**config.mk**
```make
export PLATFORM = sky130hd
export DESIGN_NAME = bmaccum_flat
export DESIGN_NICKNAME = d
export VERILOG_FILES = /design/src/rtl/bmaccum_if.sv /design/src/rtl/bmaccum.sv /design/src/flat_wrapper.sv
export SDC_FILE = /design/constraint.sdc
export NUM_CORES = 1
export LEC_CHECK = 0
export ABC_AREA = 1
export BUFFER_PORTS_ARGS = -buffer_cell sky130_fd_sc_hd__buf_2
export CORE_AREA = 2 2 185 187
export CTS_CLUSTER_DIAMETER = 80
export DETAILED_ROUTE_END_ITERATION = 16
export DIE_AREA = 0 0 187 189
export GPL_TIMING_DRIVEN = 0
export MAX_ROUTING_LAYER = met4
export PLACE_DENSITY_LB_ADDON = 0.2
export SKIP_LAST_GASP = 1
export SYNTH_ARGS = -nofsm -noshare
export SYNTH_HDL_FRONTEND = slang
export SYNTH_SLANG_ARGS = --single-unit
```
**constraint.sdc**
```tcl
create_clock -name iCLK -period 8.4 [get_ports iCLK]
set_clock_uncertainty 0.2 [all_clocks]
set_input_delay 1.68 -clock iCLK [delete_from_list [all_inputs] [get_ports iCLK]]
set_output_delay 1.68 -clock iCLK [all_outputs]
set_load 0.01 [all_outputs]
```
**src/rtl/bmaccum_if.sv**
```systemverilog
// Valid/ready/data handshake bundle shared by the
// backward MAC and its neighbours.
interface bmaccum_if #(
    parameter int W = 8
);
    logic         valid;
    logic         ready;
    logic [W-1:0] data;

    modport master (
        output valid,
        output data,
        input  ready
    );

    modport slave (
        input  valid,
        input  data,
        output ready
    );
endinterface

```
**src/rtl/bmaccum.sv**
```systemverilog
// Backward multiply-accumulate: propagates NC child deltas
// through the weight matrix into NP parent sums, one column/cycle.
module bmaccum #(
    parameter  int NP = 4,
    parameter  int NC = 4,
    parameter  int WD = 4,
    localparam int WO = $clog2(NC) + 1 + WD,
    localparam int DW = NC*WD + NP*NC*WD,
    localparam int CW = (NC > 1) ? $clog2(NC) : 1
) (
    input  logic      iCLK,
    input  logic      iRST,
    bmaccum_if.slave  s_bs,
    bmaccum_if.master m_as
);

    typedef enum logic [1:0] {
        IDLE,
        ACC,
        DONE
    } state_t;

    state_t                r_state;
    state_t                w_next;
    logic                  w_load;
    logic                  w_acc;
    logic                  w_ready;
    logic                  w_valid;
    logic                  w_last;

    logic [CW-1:0]         r_cnt;
    logic [DW-1:0]         r_opd;
    logic signed [WO-1:0]  r_acc  [NP];
    logic signed [WO-1:0]  w_term [NP];
    logic signed [WD-1:0]  w_d;

    assign w_last = (r_cnt == CW'(NC - 1));

    always_ff @(posedge iCLK or negedge iRST) begin
        if (!iRST) begin
            r_state <= IDLE;
        end else begin
            r_state <= w_next;
        end
    end

    always_comb begin
        w_next  = r_state;
        w_load  = 1'b0;
        w_acc   = 1'b0;
        w_ready = 1'b0;
        w_valid = 1'b0;
        unique case (r_state)
            IDLE: begin
                w_ready = 1'b1;
                if (s_bs.valid) begin
                    w_load = 1'b1;
                    w_next = ACC;
                end
            end
            ACC: begin
                w_acc = 1'b1;
                if (w_last) begin
                    w_next = DONE;
                end
            end
            DONE: begin
                w_valid = 1'b1;
                if (m_as.ready) begin
                    w_next = IDLE;
                end
            end
            default: begin
                w_next = IDLE;
            end
        endcase
    end

    // Ready is masked by reset so nothing is offered while held in reset
    assign s_bs.ready = w_ready & iRST;
    assign m_as.valid = w_valid;

    always_ff @(posedge iCLK or negedge iRST) begin
        if (!iRST) begin
            r_cnt <= '0;
        end else if (w_load) begin
            r_cnt <= '0;
        end else if (w_acc && !w_last) begin
            r_cnt <= r_cnt + 1'b1;
        end
    end

    always_ff @(posedge iCLK or negedge iRST) begin
        if (!iRST) begin
            r_opd <= '0;
        end else if (w_load) begin
            r_opd <= s_bs.data;
        end
    end

    assign w_d = r_opd[int'(r_cnt)*WD +: WD];

    for (genvar p = 0; p < NP; p++) begin : g_lane
        logic signed [WD-1:0]   w_w;
        logic signed [2*WD-1:0] w_prod;
        logic signed [2*WD-1:0] w_shf;
        logic signed [WD:0]     w_sh;

        assign w_w    = r_opd[NC*WD + (int'(r_cnt)*NP + p)*WD +: WD];
        assign w_prod = w_d * w_w;
        // Floor shift back to Q1.(WD-1); result always fits WD+1 bits
        assign w_shf  = w_prod >>> (WD - 1);
        assign w_sh   = w_shf[WD:0];
        assign w_term[p] = WO'(w_sh);

        always_ff @(posedge iCLK or negedge iRST) begin
            if (!iRST) begin
                r_acc[p] <= '0;
            end else if (w_load) begin
                r_acc[p] <= '0;
            end else if (w_acc) begin
                r_acc[p] <= r_acc[p] + w_term[p];
            end
        end

        assign m_as.data[p*WO +: WO] = r_acc[p];
    end

endmodule

```
**src/flat_wrapper.sv**
```systemverilog
// flat-port wrapper written by rule: the top's interface ports become plain ports
module bmaccum_flat 
#(
    parameter  int NP = 4,
    parameter  int NC = 4,
    parameter  int WD = 4,
    localparam int WO = $clog2(NC) + 1 + WD,
    localparam int DW = NC*WD + NP*NC*WD,
    localparam int CW = (NC > 1) ? $clog2(NC) : 1
)
  (iCLK, iRST, s_bs_valid, s_bs_data, s_bs_ready, m_as_valid, m_as_data, m_as_ready);
  bmaccum_if #(.W((NC*WD + NP*NC*WD))) s_bs_i ();
  bmaccum_if #(.W((NP*($clog2(NC) + 1 + WD)))) m_as_i ();
  input  logic iCLK;
  input  logic iRST;
  input wire logic [$bits(s_bs_i.valid)-1:0] s_bs_valid;
  input wire logic [$bits(s_bs_i.data)-1:0] s_bs_data;
  output wire logic [$bits(s_bs_i.ready)-1:0] s_bs_ready;
  output wire logic [$bits(m_as_i.valid)-1:0] m_as_valid;
  output wire logic [$bits(m_as_i.data)-1:0] m_as_data;
  input wire logic [$bits(m_as_i.ready)-1:0] m_as_ready;
  assign s_bs_i.valid = s_bs_valid;
  assign s_bs_i.data = s_bs_data;
  assign s_bs_ready = s_bs_i.ready;
  assign m_as_valid = m_as_i.valid;
  assign m_as_data = m_as_i.data;
  assign m_as_i.ready = m_as_ready;
  bmaccum #(.NP(NP), .NC(NC), .WD(WD)) u_core (.iCLK(iCLK), .iRST(iRST), .s_bs(s_bs_i), .m_as(m_as_i));
endmodule
```
==> results.ini, run 1 <==
[drt]
viasPerCell = 4.21
antenna_left = 0
wirelength_mm = 24.4
num_vias = 7148
wl_per_cell_um = 14.4
drtIter0Drc = 378
drc = 0
drtPass1Iterations = 5

[global_routing]
met3_usage_pct = 2.11
grt_max_degree = 89
grt_pass1_wl_mm = 38.9
antenna_found_initial = 0
grt-ovfl-total = 0
grt_util_met1_pct = 19.5
grt_usage_pct = 14.5
busiest_layer = met2
grt_pass1_vias = 7097
grt_use_met2_pct = 23.3

[layout]
final_cell_mix = nand2_1, inv_1, buf_2
final_common_cell = nand2_1
syn_to_final_growth_pct = 17.4
fin_area_um2 = 9700
drive_gt1_share_pct = 12.3
final_nets = 1433
n_antenna_cell = 0
utilization_pct = 29.2
fillers = 3723

[yosys]
yosysTopAreaCellShare_pct = 33.9
yosysSeqAreaShare_pct = 33.9
synth_cells = 1119
synthTopCellsByArea = dfrtp_1, nand2_1, ha_1, fa_1, inv_1
syn-mean-instance-area_um2 = 7.39
ys_seq_elements = 112
synth_area_um2 = 8270
synthFlopType = dfrtp_1
async_reset_ff_share_pct = 100
synth.distinct_cells = 33
synth_edf_count = 0
yosys.area.top_type = dfrtp_1
synthesis.nets = 1308
yosysWarningCount = 0

[worst_setup_path]
crit_top_cell = nand2_1
slowest_stage = fa_1
crit_type = reg -> reg
critPathLaunchType = register
max_stage_delay_ns = 0.57
worst-path-buf-inv = 5
crit_arrival_ns = 6.31
path_max_fanout = 10
cp-end-kind = register
required_ns = 8.46
crit_family = adder cells

[clock_tree]
ctsResizeCount = 0
cts_made_buffers = 9
root_buffer = clkbuf_16
cts_setup_buffers = 0
clk_pin_slew_worst_paths_ns = 0.08
tritoncts = built
clock_path_buffers = 2
cts_max_level = 3
insertion_delay_ns = 0.37
numClockSinks = 112
ctsHoldBuffers = 0

[sta]
tightest_slew_ns = 1.06
fin_crit_ns = 6.25
fin_setup_tns_ns = 0
worst_slack_ns = 2.15
fmax_mhz = 160
finalSetupViolCount = 0
slew_headroom_pct = 29.1
rsz0062_at_grt = no
drv_slew = 0
fin_crit_sh_pct = 74.4
hold_viol_final = 0

[die]
coreArea_um2 = 33300
rows = 67
boundaryPins = 114
die_h_um = 189
die_w_um = 187
die-area_um2 = 35300
initial_core_util_pct = 24.8

[placed_design]
placed_area_um2 = 9430
place_congestion = 0.845
place_hpwl_mm = 19.7
dp_worst_setup_slack_ns = 2.17
portBuffers = 113

[hold_path]
hold_path_class = reg -> reg

[job]
drv_cap = 0

[status]
outcome = complete, no violations

cells by family (layout without fill, tap and decap cells):
group / after synthesis / in the layout / share of synthesized area [%]
and+or+nand+nor: 596 / 596 / 28.5
buffers and inverters: 178 / 307 / 8.39
DFF: 112 / 112 / 33.9
AOI/OAI and AO/OA: 111 / 111 / 7.86
adders and majority gates: 105 / 105 / 19.5
xor gates and xnor gates: 17 / 17 / 1.80
worst min-delay path, stage by stage (launching register included):
cell and delay (ns):
dfrtp_1 0.35, nand2_1 0.05, nand2_1 0.05
through the flow:
step	hold slack, ns	cells
floorplan	0.249	1119
global placement	0.262	1680
detailed placement	0.270	1681
CTS	0.288	1696
global route	0.322	1696
finish	0.285	1696
worst paths after layout:
path,from,endpoint,slack (ns),cells past startpoint
worst min-delay path,u_core.r_opd[20]$_DFFE_PN0P_,u_core.r_opd[20]$_DFFE_PN0P_,0.29,2
worst min register to register,u_core.r_opd[20]$_DFFE_PN0P_,u_core.r_opd[20]$_DFFE_PN0P_,0.29,2
worst max-delay path,u_core.r_cnt[0]$_DFFE_PN0P_,u_core.m_as.data[13]$_DFFE_PN0P_,2.15,28
worst max register to register,u_core.r_cnt[0]$_DFFE_PN0P_,u_core.m_as.data[13]$_DFFE_PN0P_,2.15,28
max in group asynchronous,iRST,u_core.r_cnt[1]$_DFFE_PN0P_,6.24,2
min in group asynchronous,iRST,u_core.m_as.data[4]$_DFFE_PN0P_,0.98,1
registers in the layout (all words and copies together) (netlist names):
signal	cells
u_core.r_cnt	2
u_core.m_as.data	28
u_core.r_state	2
u_core.r_opd	80
Yosys cell counts, types with 5 or more instances:
cell,count
fa_1,40
o22ai_1,5
clkbuf_1,18
inv_1,137
nor2_1,53
o31ai_1,8
a21oi_1,37
dfrtp_1,112
nand2_1,462
ha_1,65
xor2_1,16
nand3_1,72
buf_2,11
o21ai_0,39
routing by layer:
metal	vias up	part of all wire, %	wire length [um]
li1	3754	-	-
met2	128	46	11200
met1	3248	49	12000
met5	-	0	0
met3	18	3.2	785
met4	0	1.5	359
final cells by class:
cell class | instances | area, um^2 | share of cell area, %
multi-input cells | 829 | 4770 | 49.1
flip-flops and latches | 112 | 2800 | 28.9
repair buffers | 114 | 599 | 6.18
well taps | 448 | 561 | 5.78
inverters | 142 | 533 | 5.49
clock buffers | 10 | 239 | 2.46
plain buffers | 36 | 160 | 1.65
clock inverters | 5 | 40.0 | 0.413
Power of run 1 is not shown: default switching activity piles up to over one toggle a cycle in this logic, so the estimate is an artifact.
==> run 2, diff against run 1 <==
==> constraint.sdc (replaced) <==
create_clock -name iCLK -period 6.6 [get_ports iCLK]
set_clock_uncertainty 0.2 [all_clocks]
set_input_delay 1.32 -clock iCLK [delete_from_list [all_inputs] [get_ports iCLK]]
set_output_delay 1.32 -clock iCLK [all_outputs]
set_load 0.01 [all_outputs]
==> run 2 against run 1 <==
Effect of this change: maximum frequency grew 1.3%; worst setup slack lost 1.7 ns; core utilization is essentially flat; critical endpoint is now u_core.m_as.data[20]$_DFFE_PN0P_; routed wire length is essentially flat; non-clock buffer count is the same; flip-flop and latch count is the same; die area is the same; via count grew 0.13%.
==> results.ini, run 2 (synthesis gave the netlist of run 1 again) <==
[global_routing]
grt_pass1_wl_mm = 38.9  ; unchanged
antenna_found_initial = 0  ; unchanged
grt-ovfl-total = 0  ; unchanged
grt_usage_pct = 14.5  ; unchanged
grt_max_degree = 89  ; unchanged
grt_pass1_vias = 7097  ; unchanged

[drt]
viasPerCell = 4.22  ; +0.13%
drtIter0Drc = 376  ; -0.53%
drc = 0  ; unchanged
drtPass1Iterations = 5  ; unchanged
top_layer = met4
wl_per_cell_um = 14.4  ; about the same
dr_wl_met2_mm = 11.2  ; about the same
route.met3.wl_um = 816  ; +3.9%
num_vias = 7157  ; +0.13%
antenna_left = 0  ; unchanged
wirelength_mm = 24.4  ; about the same
wl_met1_mm = 12.0  ; -0.35%

[sta]
fin_crit_ns = 6.17  ; -0.0792 ns
fin_setup_tns_ns = 0  ; unchanged
drv_slew = 0  ; unchanged
fin_crit_sh_pct = 93.5  ; +19 points
rsz0062_at_grt = no
slew_headroom_pct = 29.2  ; +0.14 points
whs_ns = 0.285  ; unchanged
finalSetupViolCount = 0  ; unchanged
hold_viol_final = 0  ; unchanged
tightest_slew_ns = 1.06  ; -0.00212 ns
fmax_mhz = 162  ; +1.3%

[hold_path]
hold_path_class = reg -> reg

[layout]
final_nets = 1433  ; unchanged
syn_to_final_growth_pct = 17.5  ; about the same
final_common_cell = nand2_1
n_antenna_cell = 0  ; unchanged
largest_reg_flops = 80  ; unchanged
drive_gt1_share_pct = 12.3  ; +0.080 points
largest-register = u_core.r_opd
final_cell_mix = nand2_1, inv_1, buf_2

[placed_design]
place_hpwl_mm = 19.7  ; unchanged
place_congestion = 0.845  ; unchanged
portBuffers = 113  ; unchanged

[clock_tree]
cts_made_buffers = 9  ; unchanged
ctsHoldBuffers = 0  ; unchanged
cts_max_level = 3  ; unchanged
clk_pin_slew_worst_paths_ns = 0.08  ; about the same
clock_path_buffers = 2  ; unchanged
insertion_delay_ns = 0.37  ; about the same
numClockSinks = 112  ; unchanged
root_buffer = clkbuf_16
tritoncts = built

[worst_setup_path]
path_max_fanout = 10  ; unchanged
crit_arrival_ns = 6.23  ; -0.08 ns
cp-end-kind = register
crit_type = reg -> reg
critPathLaunchType = register
slowest_stage = fa_1
worst-path-buf-inv = 5  ; unchanged
crit_family = adder cells
max_stage_delay_ns = 0.51  ; -0.06 ns
required_ns = 6.66  ; -1.80 ns
crit_top_cell = nand2_1

[die]
die-area_um2 = 35300  ; unchanged
die_h_um = 189  ; unchanged
die_w_um = 187  ; unchanged
rows = 67  ; unchanged
boundaryPins = 114  ; unchanged
initial_core_util_pct = 24.8  ; unchanged
coreArea_um2 = 33300  ; unchanged

[status]
outcome = complete, no violations

[job]
drv_cap = 0  ; unchanged

[run 2: cell types whose count changed in the layout (fill, tap and decap cells not counted), sizes merged]
cell      delta
clkinvlp     +1
clkinv       -1
[run 2: worst reg2reg max path, delay by kind of cell, from the launching register on]
family | cells | cell delay (ns)
simple gates | 12 | 1.08
compound gates | 5 | 0.86
fa+ha+maj | 7 | 2.71
flops | 1 | 0.48
buf+inv | 5 | 0.76
[run 2: per-stage QoR]
| stage | cell area (um^2) | std cells | util (%) | setup slack, ns |
|---|---|---|---|---|
| floorplan | 8270 | 1119 | - | 1.19 |
| global placement | 9390 | 1680 | 28.2 | 0.448 |
| detailed placement | 9430 | 1681 | 28.3 | 0.370 |
| CTS | 9700 | 1696 | 29.2 | 0.327 |
| global route | 9710 | 1696 | 29.2 | 0.0225 |
| finish | 9710 | 1696 | 29.2 | 0.426 |
[run 2: what timing repair did]
action / 4_1_cts / 5_1_grt
setup endpoints to repair: 0 / 2
gates resized for setup: 0 / 2
buffers inserted: 0 / 0
hold endpoints to repair: 0 / 0
[run 2: final timing paths]
kind | from | end | slack [ns] | depth (start not counted)
max | u_core.r_cnt[0]$_DFFE_PN0P_ | u_core.m_as.data[20]$_DFFE_PN0P_ | 0.43 | 29
min | u_core.r_opd[20]$_DFFE_PN0P_ | u_core.r_opd[20]$_DFFE_PN0P_ | 0.29 | 2
max reg2reg | u_core.r_cnt[0]$_DFFE_PN0P_ | u_core.m_as.data[20]$_DFFE_PN0P_ | 0.43 | 29
min reg2reg | u_core.r_opd[20]$_DFFE_PN0P_ | u_core.r_opd[20]$_DFFE_PN0P_ | 0.29 | 2
max in group asynchronous | iRST | u_core.r_opd[72]$_DFFE_PN0P_ | 4.80 | 2
min in group asynchronous | iRST | u_core.m_as.data[4]$_DFFE_PN0P_ | 0.62 | 1
[run 2: final cells by class]
type,count,area (um^2)
plain buffers,36,160
clock buffers,10,239
clock inverters,5,40.0
fillers,3721,23600
inverters,142,537
multi-input cells,829,4770
flip-flops and latches,112,2800
well taps,448,561
repair buffers,114,599
[run 2: layer usage]
metal,GRT usage (%),vias up
met5,-,-
met4,3.30,0
met3,2.11,18
met2,23.3,136
met1,19.5,3248
li1,-,3755
Power of run 2 is left out for the same reason.
